==> src/rtl/sipo_deframer.sv <==
// rtl/sipo_deframer.sv - framed serial-to-parallel receiver with one-word holding register and sticky errors
module sipo_deframer #(
    parameter int WIDTH     = 4,
    parameter bit MSB_FIRST = 1'b1
) (
    input  logic             clk,
    input  logic             rst_n,
    input  logic             sin,
    input  logic             sin_valid,
    input  logic             sin_start,
    output logic [WIDTH-1:0] out_data,
    output logic             out_valid,
    input  logic             out_ready,
    input  logic             err_clr,
    output logic             frame_err,
    output logic             overflow
);

    localparam int CW = $clog2(WIDTH + 1);

    typedef enum logic [0:0] {
        IDLE  = 1'b0,
        SHIFT = 1'b1
    } state_t;

    state_t           state, state_nxt;
    logic [CW-1:0]    cnt, cnt_nxt;
    logic [WIDTH-1:0] shreg, shreg_nxt;
    logic [WIDTH-1:0] first_word;
    logic [WIDTH-1:0] shifted_word;
    logic             word_done;
    logic             frame_evt;
    logic             drain;
    logic             load;

    // First bit enters at the end that will eventually become b0's home.
    always_comb begin
        if (MSB_FIRST) begin
            first_word   = {{(WIDTH-1){1'b0}}, sin};
            shifted_word = {shreg[WIDTH-2:0], sin};
        end else begin
            first_word   = {sin, {(WIDTH-1){1'b0}}};
            shifted_word = {sin, shreg[WIDTH-1:1]};
        end
    end

    always_comb begin
        state_nxt = state;
        cnt_nxt   = cnt;
        shreg_nxt = shreg;
        word_done = 1'b0;
        frame_evt = 1'b0;
        if (sin_valid) begin
            case (state)
                IDLE: begin
                    if (sin_start) begin
                        shreg_nxt = first_word;
                        cnt_nxt   = CW'(1);
                        state_nxt = SHIFT;
                    end
                end
                SHIFT: begin
                    if (sin_start) begin
                        frame_evt = 1'b1;
                        shreg_nxt = first_word;
                        cnt_nxt   = CW'(1);
                    end else begin
                        shreg_nxt = shifted_word;
                        if (cnt == CW'(WIDTH - 1)) begin
                            word_done = 1'b1;
                            cnt_nxt   = '0;
                            state_nxt = IDLE;
                        end else begin
                            cnt_nxt = cnt + CW'(1);
                        end
                    end
                end
                default: state_nxt = IDLE;
            endcase
        end
    end

    assign drain = out_valid & out_ready;
    assign load  = word_done & (~out_valid | out_ready);

    always_ff @(posedge clk) begin
        if (!rst_n) begin
            state     <= IDLE;
            cnt       <= '0;
            shreg     <= '0;
            out_data  <= '0;
            out_valid <= 1'b0;
            frame_err <= 1'b0;
            overflow  <= 1'b0;
        end else begin
            state <= state_nxt;
            cnt   <= cnt_nxt;
            shreg <= shreg_nxt;
            if (load) begin
                out_data  <= shreg_nxt;
                out_valid <= 1'b1;
            end else if (drain) begin
                out_valid <= 1'b0;
            end
            // A new event on the clearing edge wins over the clear.
            frame_err <= (frame_err & ~err_clr) | frame_evt;
            overflow  <= (overflow & ~err_clr) | (word_done & ~load);
        end
    end

endmodule

==> config.mk <==
export PLATFORM = sky130hd
export DESIGN_NAME = sipo_deframer
export DESIGN_NICKNAME = d
export VERILOG_FILES = /design/src/rtl/sipo_deframer.sv
export SDC_FILE = /design/constraint.sdc
export NUM_CORES = 1
export LEC_CHECK = 0
export ABC_AREA = 1
export CORE_UTILIZATION = 50
export CTS_BUF_LIST = sky130_fd_sc_hd__clkbuf_8
export DETAILED_ROUTE_END_ITERATION = 6
export DONT_BUFFER_PORTS = 1
export PLACE_DENSITY = 0.76
export SETUP_SLACK_MARGIN = 0.05
export SLEW_MARGIN = 20
export SYNTH_ARGS = -nofsm -noshare
export SYNTH_HDL_FRONTEND = slang
export SYNTH_SLANG_ARGS = --single-unit
export TNS_END_PERCENT = 5
==> constraint.sdc <==
create_clock -name clk -period 1.4 [get_ports clk]
set_input_delay 0.28 -clock clk [delete_from_list [all_inputs] [get_ports clk]]
set_output_delay 0.28 -clock clk [all_outputs]
set_load 0.05 [all_outputs]
==> metrics.csv <==
metric;value;unit
outcome;finished clean;
startpoint_type;register;
htree_levels;1;
place_ws;0.1515;ns
cts_num_sinks;15;
synth_mux_area_share;0;%
maxCapViolCount;0;
end_kind;register;
clk_latency;0.25;ns
critPathSlowestCell;dfxtp_1;
coreArea;1171;µm²
die_h;38.35;µm
skew;0.001533;ns
die_area;1471;µm²
hold_class;input port to register;
ant_nets;0;
wl_per_cell;11.57;µm
critPathMaxStageDelay;0.35;ns
initial_core_util;56.41;%
syn_inst;93;
antenna_found_initial;0;
fin_ws;0.1600;ns
hp-start;rst_n;
ctsHoldBuffers;0;
cts_buffers;3;
synthAdderAreaFrac;1.894;%
synth_compound_area_share;8.523;%
ioPinCount;14;
cp-startpoint;cnt[0];
place_area;685.7;µm²
cts_tree;yes;
cp.required;1.54;ns
drt-total-wl;1296;µm
area_growth;11.17;%
n_antenna_cell;0;
crit_chain;ha_2, nand2_1, nor2_2, nand3_4, a21oi_1, nor2_1;
path_clk_slew;0.06;ns
grt_pass1_vias;457;
synth_warnings;0;
ys_seq_area_share;45.45;%
finalMaxSlewViolations;0;
reg2reg_from;cnt[0];
fin_util;62.71;%
final_common_cell;nand2_1;
portBuffers;0;
cts_buffer_depth;2;
p_total;861.3;µW
fmax;806.4;MHz
crit_type;register to register;
syn_nets;101;
root_buffer;clkbuf_8;
via_per_inst;5.170;
drt-initial-drc-count;24;
fillers;105;
die_x;38.35;µm
grtUsageTotal;19.44;%
hold_viol_final;0;
period_share;88.57;%
layout_common_cells;nand2_1, dfxtp_1, inv_1;
worst_pin_slew;0.4996;ns
grt_pass1_wl;1883;µm
leakagePower;0.3164;nW
synth_area_per_cell;7.104;µm²
stdcell_area;734.5;µm²
synth_simple_gate_area_share;34.28;%
power_density;1173;nW/µm²
grt_start_max_net_pins;10;
rsz0062_at_grt;false;
overflow;0;
synth-seq-cells;15;
crit_fanout;8;
relSlewSlack;66.65;%
dr.pass1.iters;4;
finalSetupViolations;0;
synthXorXnorAreaFrac;0;%
fp-row-count;12;
ir_drop;1.036;mV
drc;0;
finalCriticalPeriod;1.240;ns
finalSetupTns;0;ns
synth_area;660.6;µm²
synth_top_family_by_area;simple AND/OR/NAND/NOR gates;
dr_total_vias;579;
arrival;1.38;ns
nets;107;
drive_gt1_share;14.29;%
dpl.hpwl;911.5;µm
ys_types;18;
gp_congestion;0.8541;
## cell usage after synthesis
library cell / count / area [µm²]
nor2_1: 12 / 45.04
nand4_1: 1 / 6.260
nand3_1: 10 / 50.05
inv_2: 2 / 7.510
a31oi_1: 1 / 6.260
nand3_4: 1 / 17.52
nand2_1: 20 / 75.07
clkinv_2: 1 / 5.000
clkinv_1: 1 / 3.750
nand3b_1: 1 / 7.510
a21oi_1: 7 / 35.03
inv_1: 13 / 48.80
nor2_2: 1 / 6.260
or2_2: 1 / 6.260
o21ai_1: 3 / 15.01
nand2_2: 2 / 12.51
dfxtp_1: 15 / 300.3
ha_1: 1 / 12.51
## worst paths after layout
path / slack, ns / cells past startpoint / end
hold / removal: 0.14 / 2 / out_data[2]
setup / recovery: 0.16 / 6 / out_data[1]
hold reg to reg: 0.46 / 2 / cnt[2]
setup reg to reg: 0.16 / 6 / out_data[1]
## layer usage
| layer | GRT usage (%) | routed length [µm] | up-vias |
|---|---|---|---|
| met5 | 0 | 0 | - |
| met4 | 7.759 | 8 | 0 |
| met3 | 11.05 | 74 | 2 |
| met2 | 29.66 | 620 | 18 |
| met1 | 22.22 | 594 | 258 |
| li1 | - | - | 301 |
## power by group
group          switching [mW]  internal, mW  total, mW
registers              0.0136         0.439      0.453
logic                  0.0376        0.0198     0.0574
clock network           0.154         0.197      0.351
## what timing repair did
item	in CTS	in global routing
endpoints found under the setup margin	0	1
gates resized for setup	0	1
endpoints found under the hold margin	0	0
setup buffers	0	0
## cells by family (layout without fill, tap and decap cells)
kind of cell,Yosys count,count (layout)
fa+ha+maj,1,1
compound gates,11,11
flops,15,15
simple gates,49,49
buf+inv,17,22
## state kept, by name, indices dropped and copies added, names as in the netlist
| signal | count |
|---|---|
| cnt | 3 |
| frame_err | 1 |
| out_data | 4 |
| out_valid | 1 |
| overflow | 1 |
| shreg | 4 |
| state | 1 |
## worst max-delay path: cells and delay by family, from the launching register on
kind | cells | cell delay (ns)
and+or+nand+nor | 4 | 0.41
adders and majority gates | 1 | 0.22
DFF | 1 | 0.35
AOI/OAI and AO/OA | 1 | 0.15
## metrics by stage
stage / hold WS [ns] / instances
global route: 0.1415 / 112
detailed placement: 0.4047 / 108
finish: 0.1426 / 112
CTS: 0.1394 / 112
global placement: 0.4059 / 108
floorplan: 0.4004 / 93
## layout make-up
cell class / instances / area (µm²) / share of cell area [%]
Multi-Input combinational cell: 61 / 297.8 / 40.55
Clock buffer: 3 / 41.29 / 5.622
Tap cell: 14 / 17.52 / 2.385
Timing Repair Buffer: 1 / 7.507 / 1.022
Inverter: 17 / 65.06 / 8.859
Sequential cell: 15 / 300.3 / 40.89
Clock inverter: 1 / 5.005 / 0.6814
(Power assumes the default switching activity.)
==> patch, RTL diff (same flow settings) <==
`WIDTH`: 4 -> 8.
--- a/src/rtl/sipo_deframer.sv
+++ b/src/rtl/sipo_deframer.sv
@@ -1,5 +1,5 @@
 // rtl/sipo_deframer.sv - framed serial-to-parallel receiver with one-word holding register and sticky errors
 module sipo_deframer #(
-    parameter int WIDTH     = 4,
+    parameter int WIDTH     = 8,
     parameter bit MSB_FIRST = 1'b1
 ) (
Interface: changed (resized out_data); port bits go from 14 to 18. No check against the original RTL was run, so the function may have changed too.
==> patch against the unedited design <==
  * Routed wire length rose by 68%
  * Sequential cell count rose by 9
  * Final area rose by 75%
  * Count of clock-buffer cells in the layout did not move
  * Synthesized area rose by 65%
  * Clock power rose by 75%
  * Non-clock buffer count rose by 6
  * Total power rose by 60%
  * Setup slack got worse by 0.026 ns
  * Largest cell class is now multi-input combinational cells
==> patch: results (changes against the unedited design) <==
[global_routing]
grt_pass1_vias = 925  ; +100%
grt_use_met1_pct = 23.0  ; +0.82 points
track_usage_pct = 20.0  ; +0.59 points
grtUsageMet2_pct = 35.0  ; +5.3 points
grt_max_degree = 15  ; +5
use_met3_pct = 4.72  ; -6.3 points
grt_pass1_wl_microns = 3730  ; +98%

[placed_design]
place_hpwl_microns = 1490  ; +63%
gp_congestion = 0.796  ; -6.8%
postPlaceCellArea_sq_um = 1150  ; +68%

[clock_network]
clkSlewWorstSetupHoldPaths_ns = 0.09  ; +0.03 ns
clk_root_buffer_cell = clkbuf_8
postCtsResizedCells = 1  ; +1
insertion_delay_ns = 0.28  ; +0.03 ns

[route]
drt_iter0_drc = 28  ; +17%
wl_met2_microns = 1030  ; +66%
wl_met1_microns = 1020  ; +72%
wire_per_inst_microns = 11.2  ; -3.6%
wl_met3_microns = 79  ; +6.8%
routed_via_density = 4.84  ; -6.4%

[finish]
fill_cells = 192  ; +83%
nets = 177  ; +65%
reg_top3 = out_data: 8 flops, shreg: 8 flops, cnt: 4 flops
drive_above_1_share_pct = 17.3  ; +3.0 points
multi_input_area_sq_um = 524  ; +76%

[synthesis]
synth_seq_area_share_pct = 44.0  ; -1.5 points
synthTopCellsByCount = 38 x nand2_1, 31 x inv_1, 27 x nor2_1, 24 x dfxtp_1
synth-compound-area-share_pct = 9.05  ; +0.53 points
syn_nets = 167  ; +65%
ys_types = 20  ; +2
synthMuxAreaShare_pct = 0  ; unchanged
synth_area_leaders = dfxtp_1 44%, nand2_1 13%, inv_1 11%
ys.flop_type = dfxtp_1
synth_fa_ha_area_share_pct = 1.15  ; -0.75 points
async_flop_share_pct = 0  ; unchanged

[critical_path]
crit_path_end = out_data[5]
regToRegSetupSlack_ns = 0.13  ; -0.03 ns
critPathSlowestCell = dfxtp_2
worstPathArrival_ns = 1.45  ; +0.07 ns
cpPeakStageDelay_ns = 0.36
worstPathMaxFanout = 7  ; -1

[power]
p_leak_nw = 0.550  ; +74%
p_int_mw = 1.10  ; +67%
irDropWorstVdd_mv = 0.951  ; -8.2%

[timing]
slew_headroom_pct = 65.6  ; -1.0 points
finClkSkew_ns = 0.00695  ; +0.00542 ns

[min_path]
hold_end = out_data[0]

[status]
outcome = finished, final reports clean

[patch: cell count changes after synthesis, sizes merged, moves of 4 or more]
| cell | change |
|---|---|
| nand3 | -4 |
| o21ai | +5 |
| dfxtp | +9 |
| nor2 | +16 |
| nand2 | +21 |
| inv | +16 |
[patch: worst reg2reg max path, cell delays in order (launching register included)]
cell	delay, ns
dfxtp_2	0.36
ha_4	0.15
nand2_2	0.07
nor2_4	0.23
nand3_4	0.16
nor2_1	0.15
nor2_1	0.06
[patch: area by class of cell]
type / instances / area share (%)
flip-flops and latches: 24 / 37.6
repair buffers: 7 / 4.09
clock buffers: 3 / 3.21
multi-input cells: 101 / 40.8
well taps: 27 / 2.63
clock inverters: 1 / 2.33
inverters: 32 / 9.34
[patch: stage by stage]
stage | total power [mW] | hold slack (ns) | cells | setup WS, ns
final | 1.38 | 0.109 | 195 | 0.134
after global routing | 1.43 | 0.111 | 195 | 0.0296
after CTS | 1.38 | 0.111 | 193 | 0.0721
after detailed placement | 0.777 | 0.406 | 189 | 0.0427
after global placement | 0.775 | 0.404 | 189 | 0.124
after floorplan | 0.759 | 0.442 | 159 | 0.0973
[patch: power groups by stage]
| stage | clock [mW] | sequential [mW] | combinational [mW] |
|---|---|---|---|
| 6_report | 0.615 | 0.700 | 0.0659 |
| 5_1_grt | 0.654 | 0.702 | 0.0750 |
| 4_1_cts | 0.619 | 0.698 | 0.0628 |
| 3_5_place_dp | 0 | 0.714 | 0.0627 |
| 3_3_place_gp | 0 | 0.714 | 0.0616 |
| 2_1_floorplan | 0 | 0.715 | 0.0437 |
[patch: logic make-up (layout without fill, tap and decap cells)]
group	count (synthesis)	in the layout
and+or+nand+nor	80	81
adders and majority gates	1	1
DFF	24	24
AOI/OAI and AO/OA	19	19
buffers and inverters	35	43
